## config.mk

```make
export PLATFORM = sky130hd
export DESIGN_NAME = stall_flush_pipe_flat
export DESIGN_NICKNAME = d
export VERILOG_FILES = /design/src/rtl/stall_flush_pipe_if.sv /design/src/rtl/stall_flush_pipe.sv /design/src/flat_wrapper.sv
export SDC_FILE = /design/constraint.sdc
export NUM_CORES = 1
export LEC_CHECK = 0
export ABC_AREA = 1
export ABC_CLOCK_PERIOD_IN_PS = 3000
export CORE_MARGIN = 5
export CORE_UTILIZATION = 40
export CTS_BUF_LIST = sky130_fd_sc_hd__clkbuf_8
export CTS_CLUSTER_SIZE = 20
export DETAILED_ROUTE_END_ITERATION = 16
export PLACE_DENSITY = 0.73
export SYNTH_ARGS = -nofsm -noshare
export SYNTH_HDL_FRONTEND = slang
export SYNTH_SLANG_ARGS = --single-unit
export TNS_END_PERCENT = 1
```

## constraint.sdc

```tcl
create_clock -name clk -period 3 [get_ports clk]
set_input_delay 0.6 -clock clk [delete_from_list [all_inputs] [get_ports clk]]
set_output_delay 0.6 -clock clk [all_outputs]
set_load 0.01 [all_outputs]
```

## src/rtl/stall_flush_pipe_if.sv

```systemverilog
// Issue/writeback bundle for stall_flush_pipe: the issue slot, flush control and
// the pipeline observation outputs. The pipe takes the slave side.
interface stall_flush_pipe_if #(
    parameter int STAGES = 3,
    parameter int WIDTH  = 32,
    parameter int RA_W   = 5
);
    localparam int FD_W = $clog2(STAGES + 1);

    logic                    in_valid;
    logic [WIDTH-1:0]        in_data;
    logic [RA_W-1:0]         in_rd;
    logic                    in_rd_we;
    logic [RA_W-1:0]         in_rs1;
    logic [RA_W-1:0]         in_rs2;
    logic                    in_rs1_used;
    logic                    in_rs2_used;
    logic                    flush;
    logic [FD_W-1:0]         flush_depth;
    logic                    in_ready;
    logic                    hazard;
    logic [STAGES-1:0]       stage_valid;
    logic [STAGES*WIDTH-1:0] stage_data;
    logic                    out_valid;
    logic [WIDTH-1:0]        out_data;
    logic [RA_W-1:0]         out_rd;
    logic                    out_rd_we;
    logic [15:0]             stall_count;

    modport master (
        output in_valid, in_data, in_rd, in_rd_we, in_rs1, in_rs2,
               in_rs1_used, in_rs2_used, flush, flush_depth,
        input  in_ready, hazard, stage_valid, stage_data,
               out_valid, out_data, out_rd, out_rd_we, stall_count
    );

    modport slave (
        input  in_valid, in_data, in_rd, in_rd_we, in_rs1, in_rs2,
               in_rs1_used, in_rs2_used, flush, flush_depth,
        output in_ready, hazard, stage_valid, stage_data,
               out_valid, out_data, out_rd, out_rd_we, stall_count
    );
endinterface

```

## src/rtl/stall_flush_pipe.sv

```systemverilog
// Fixed-advance in-order pipeline with RAW interlock at issue and depth-limited
// flush of the youngest stages; the last stage is the writeback slot.
module stall_flush_pipe #(
    parameter int STAGES = 3,
    parameter int WIDTH  = 32,
    parameter int RA_W   = 5
) (
    input logic               clk,
    input logic               reset,
    stall_flush_pipe_if.slave bus
);
    localparam int              FD_W      = $clog2(STAGES + 1);
    localparam logic [FD_W-1:0] DEPTH_MAX = FD_W'(STAGES);

    function automatic logic [15:0] sat_inc(input logic [15:0] v);
        return (v == 16'hFFFF) ? v : v + 16'd1;
    endfunction

    function automatic logic [FD_W-1:0] clamp_depth(input logic [FD_W-1:0] d);
        return (d > DEPTH_MAX) ? DEPTH_MAX : d;
    endfunction

    logic [STAGES-1:0] vld_q;
    logic [STAGES-1:0] we_q;
    logic [RA_W-1:0]   rd_q   [STAGES];
    logic [WIDTH-1:0]  data_q [STAGES];
    logic [15:0]       stall_q;

    logic              haz;
    logic              accept;
    logic [FD_W-1:0]   depth;
    logic [STAGES-2:0] kill;

    // Writeback stage is excluded: the register file forwards its write.
    always_comb begin
        haz = 1'b0;
        for (int k = 0; k < STAGES - 1; k++) begin
            if (vld_q[k] && we_q[k] && (rd_q[k] != '0)) begin
                if (bus.in_rs1_used && (bus.in_rs1 == rd_q[k])) haz = 1'b1;
                if (bus.in_rs2_used && (bus.in_rs2 == rd_q[k])) haz = 1'b1;
            end
        end
        haz = haz & bus.in_valid;
    end

    always_comb begin
        depth = clamp_depth(bus.flush_depth);
        kill  = '0;
        for (int k = 0; k < STAGES - 1; k++) begin
            kill[k] = bus.flush && (FD_W'(k) < depth);
        end
    end

    assign accept = bus.in_valid & ~haz & ~bus.flush;

    always_ff @(posedge clk or negedge reset) begin
        if (!reset) begin
            vld_q   <= '0;
            we_q    <= '0;
            stall_q <= '0;
            for (int k = 0; k < STAGES; k++) begin
                rd_q[k]   <= '0;
                data_q[k] <= '0;
            end
        end else begin
            // Stage 0: accepted instruction or a bubble.
            vld_q[0]  <= accept;
            we_q[0]   <= accept & bus.in_rd_we;
            rd_q[0]   <= bus.in_rd;
            data_q[0] <= bus.in_data;
            // Stages 1..STAGES-1: unconditional shift, killed entries lose valid and rd_we.
            for (int k = 1; k < STAGES; k++) begin
                vld_q[k]  <= vld_q[k-1] & ~kill[k-1];
                we_q[k]   <= we_q[k-1] & ~kill[k-1];
                rd_q[k]   <= rd_q[k-1];
                data_q[k] <= data_q[k-1];
            end
            if (haz && !bus.flush) stall_q <= sat_inc(stall_q);
        end
    end

    for (genvar k = 0; k < STAGES; k++) begin : g_stage_data
        assign bus.stage_data[k*WIDTH +: WIDTH] = data_q[k];
    end

    assign bus.hazard      = haz;
    assign bus.in_ready    = ~haz;
    assign bus.stage_valid = vld_q;
    assign bus.out_valid   = vld_q[STAGES-1];
    assign bus.out_data    = data_q[STAGES-1];
    assign bus.out_rd      = rd_q[STAGES-1];
    assign bus.out_rd_we   = we_q[STAGES-1];
    assign bus.stall_count = stall_q;
endmodule

```

## src/flat_wrapper.sv

```systemverilog
// flat-port wrapper written by rule: the top's interface ports become plain ports
module stall_flush_pipe_flat 
#(
    parameter int STAGES = 3,
    parameter int WIDTH  = 32,
    parameter int RA_W   = 5
)
  (clk, reset, bus_in_valid, bus_in_data, bus_in_rd, bus_in_rd_we, bus_in_rs1, bus_in_rs2, bus_in_rs1_used, bus_in_rs2_used, bus_flush, bus_flush_depth, bus_in_ready, bus_hazard, bus_stage_valid, bus_stage_data, bus_out_valid, bus_out_data, bus_out_rd, bus_out_rd_we, bus_stall_count);
  stall_flush_pipe_if #(.STAGES(STAGES), .WIDTH(WIDTH), .RA_W(RA_W)) bus_i ();
  input logic clk;
  input logic reset;
  input wire logic [$bits(bus_i.in_valid)-1:0] bus_in_valid;
  input wire logic [$bits(bus_i.in_data)-1:0] bus_in_data;
  input wire logic [$bits(bus_i.in_rd)-1:0] bus_in_rd;
  input wire logic [$bits(bus_i.in_rd_we)-1:0] bus_in_rd_we;
  input wire logic [$bits(bus_i.in_rs1)-1:0] bus_in_rs1;
  input wire logic [$bits(bus_i.in_rs2)-1:0] bus_in_rs2;
  input wire logic [$bits(bus_i.in_rs1_used)-1:0] bus_in_rs1_used;
  input wire logic [$bits(bus_i.in_rs2_used)-1:0] bus_in_rs2_used;
  input wire logic [$bits(bus_i.flush)-1:0] bus_flush;
  input wire logic [$bits(bus_i.flush_depth)-1:0] bus_flush_depth;
  output wire logic [$bits(bus_i.in_ready)-1:0] bus_in_ready;
  output wire logic [$bits(bus_i.hazard)-1:0] bus_hazard;
  output wire logic [$bits(bus_i.stage_valid)-1:0] bus_stage_valid;
  output wire logic [$bits(bus_i.stage_data)-1:0] bus_stage_data;
  output wire logic [$bits(bus_i.out_valid)-1:0] bus_out_valid;
  output wire logic [$bits(bus_i.out_data)-1:0] bus_out_data;
  output wire logic [$bits(bus_i.out_rd)-1:0] bus_out_rd;
  output wire logic [$bits(bus_i.out_rd_we)-1:0] bus_out_rd_we;
  output wire logic [$bits(bus_i.stall_count)-1:0] bus_stall_count;
  assign bus_i.in_valid = bus_in_valid;
  assign bus_i.in_data = bus_in_data;
  assign bus_i.in_rd = bus_in_rd;
  assign bus_i.in_rd_we = bus_in_rd_we;
  assign bus_i.in_rs1 = bus_in_rs1;
  assign bus_i.in_rs2 = bus_in_rs2;
  assign bus_i.in_rs1_used = bus_in_rs1_used;
  assign bus_i.in_rs2_used = bus_in_rs2_used;
  assign bus_i.flush = bus_flush;
  assign bus_i.flush_depth = bus_flush_depth;
  assign bus_in_ready = bus_i.in_ready;
  assign bus_hazard = bus_i.hazard;
  assign bus_stage_valid = bus_i.stage_valid;
  assign bus_stage_data = bus_i.stage_data;
  assign bus_out_valid = bus_i.out_valid;
  assign bus_out_data = bus_i.out_data;
  assign bus_out_rd = bus_i.out_rd;
  assign bus_out_rd_we = bus_i.out_rd_we;
  assign bus_stall_count = bus_i.stall_count;
  stall_flush_pipe #(.STAGES(STAGES), .WIDTH(WIDTH), .RA_W(RA_W)) u_core (.clk(clk), .reset(reset), .bus(bus_i));
endmodule
```

==> impl_results.md <==
* TritonCTS Buffers at 17
* Worst vdd rail ir drop at 340 uV
* Die W at 119 um
* Most frequent cells in the layout: clkdlybuf4s50_1 (208), dfrtp_1 (133), nand2_1 (109)
* Total global-route track usage at ~17%
* Yosys cell types at 25
* Setup TNS at 0 ps
* Power Total at 3.87 mW
* Initial antenna violation count at 0
* Commonest non-fill, non-tap cell in the layout: clkdlybuf4s50_1
* Routed wire length at 11,900 um
* Placed wire-length estimate at ~9000 um
* Post-Synthesis Net Count at 470
* Clock transition at path regs at 80 ps
* Final worst path period need at roughly 2800 ps
* Ant diodes at 0
* Syn avg cell area at about 11 um^2
* Crit path capture type: primary output
* Pleak at 3.30 nW
* Least-Margin Pin Slew at 550 ps
* Sequential fraction of the synthesis area at 70.3%
* Achievable Freq at 363 MHz
* H-tree levels at 4
* DR iter-0 viols at 266
* Max Buffers Root-to-Sink at 2
* Worst-Skew Late Latency at 430 ps
* R2r worst-path depth at 9
* Setup Buffers After CTS at 0
* Root Driver: clkbuf_8
* Detail Route Antenna Nets at 0
* GRT overflow at 0
* Outcome: finished, final reports clean
* RSZ-0062 raised after global routing: no
* Dpl cell area at 6750 um^2
* Starting Density at 41.1%
* Crit start category: input pin
* Flops & latches, synth at 133
* CTS tree: done
* Drt pass-1 iters at 4
* Hold Vio Cnt, Final at 0
* Power per cell area at 539 nW/um^2
* WP data required at 2400 ps
* CTS sink count at approximately 130
* Nets at around 660
* Worst hold path class: in2async
* Final period util at 91.8%
* Max_cap viols at 0
* Area delta synth->final at 51.6%
* Worst setup path class: in2out
* Post-layout util at between 60% and 70%
* Die area at 14,100 um^2
* Placer Congestion at ~0.90
* Max-slew headroom at 63.3%
* # port buffers at 211
* Layout cells sized above 1 at 8.43%
* First-pass GRT wire length at 19,100 um
* I/O pin cnt at 212
* Final Setup Violations at 0
* Core Box Area at 11,500 um^2
* Setup Skew at about 8.1 ps
* Post-route cell area at a little over 7000 um^2
* Pin count of the biggest net entering global routing at 76
* Post-Syn Area at around 4700 um^2
* Vias per cell at ~4.6
* Die Y at 119 um
* Routed len/inst at 15.6 um
* Syn Inst Count at 413
* Pins over their slew limit at 0
* Worst hold slack at 124 ps
* Ys Warns at 0
* Placement row count at 39
* DR DRC count at 0
* Vias in the first global route at 3,588
* Crit Path Max Fanout at 3
* CP arrival at between 2000 and 2500 ps
* Via count at 3,489
where the power goes:
| group | leakage [nW] | internal (mW) | switching [mW] |
|---|---|---|---|
| clock network | 0.209 | 0.853 | 0.679 |
| logic | 1.49 | 0.242 | 0.175 |
| registers | 1.60 | 1.87 | 0.0473 |
| total | 3.30 | 2.97 | 0.901 |
cells by family after synthesis:
kind of cell    after synthesis  synth area share, %
flops                       133                 70.3
xor+xnor                     11                 2.04
compound gates                6                0.793
fa+ha+maj                     1                0.264
simple gates                183                 17.0
buf+inv                      79                 9.62
worst paths after layout:
check | end | start | slack [ps]
max | bus_hazard | bus_in_rs2[4] | 250
min | u_core.bus.out_rd[2] | reset | 120
max reg2reg | u_core.bus.stall_count[10] | u_core.bus.stall_count[0] | 1160
min reg2reg | u_core.bus.out_data[8] | u_core.bus.stage_data[40] | 370
max in group asynchronous | u_core.bus.stage_data[53] | reset | 2100
min in group clk | u_core.bus.out_data[8] | u_core.bus.stage_data[40] | 370
routing by layer:
metal / vias to the layer above / part of all wire, % / global-route usage [%]
li1: 1627 / - / -
met1: 1667 / 39 / 20.2
met2: 177 / 50 / 28.2
met3: 18 / 9.6 / 8.69
met4: 0 / 1.4 / 5.65
met5: - / 0 / 0
state kept, by name, indices dropped and copies added (netlist names):
| name | flops |
|---|---|
| u_core.bus.stage_data | 64 |
| u_core.bus.out_data | 32 |
| u_core.bus.stall_count | 16 |
| u_core.rd_q | 10 |
| u_core.bus.out_rd | 5 |
| u_core.bus.stage_valid | 3 |
| u_core.we_q | 3 |
cell type report:
| cell class | count | area, um^2 |
|---|---|---|
| tap | 143 | 179 |
| clock inverter | 10 | 121 |
| timing repair buffer | 215 | 2160 |
| multi-input combinational | 201 | 952 |
| fill | 917 | 4340 |
| clock buffer | 22 | 303 |
| inverter | 36 | 135 |
| sequential | 133 | 3330 |
critical path: stages:
cell and delay [ps]:
clkdlybuf4s50_1 520, inv_1 80, nand2_1 60, nand2_1 70
nor2_1 120, nand3_1 90, nand2_1 70, nand2_1 60
nand2_2 100, nand2_1 80, inv_2 50, dlygate4sd2_1 260
cells in the mapped netlist:
library cell | n | area, um^2
o21ai_0 | 2 | 10.0
nor2_1 | 32 | 120
o21ai_1 | 1 | 5.00
nor3_4 | 1 | 16.3
o21a_1 | 1 | 7.51
clkbuf_1 | 1 | 3.75
ha_1 | 1 | 12.5
nor3_1 | 4 | 20.0
nand2_1 | 110 | 413
inv_1 | 27 | 101
buf_4 | 40 | 300
nor2_4 | 1 | 11.3
nand3_1 | 11 | 55.1
nand4_1 | 19 | 119
nor3b_1 | 1 | 7.51
xnor2_1 | 4 | 35.0
xor2_1 | 7 | 61.3
buf_6 | 1 | 11.3
nand3_4 | 1 | 17.5
nand2_2 | 2 | 12.5
inv_2 | 9 | 33.8
buf_2 | 1 | 5.00
nand2_4 | 1 | 11.3
dfrtp_1 | 133 | 3330
a21boi_0 | 2 | 15.0
through the flow:
step                std cells  setup WS (ps)
finish                    760            247
global placement          728           6.85
CTS                       760           72.0
detailed placement        728          -29.5
floorplan                 413            813
global route              760            123
repair_timing:
item | in CTS | in global routing
resized for setup | 2 | 1
hold buffers | 0 | 0
endpoints found under the setup margin | 1 | 1
endpoints found under the hold margin | 0 | 0
Note: power is estimated with default switching activity, not from simulation.
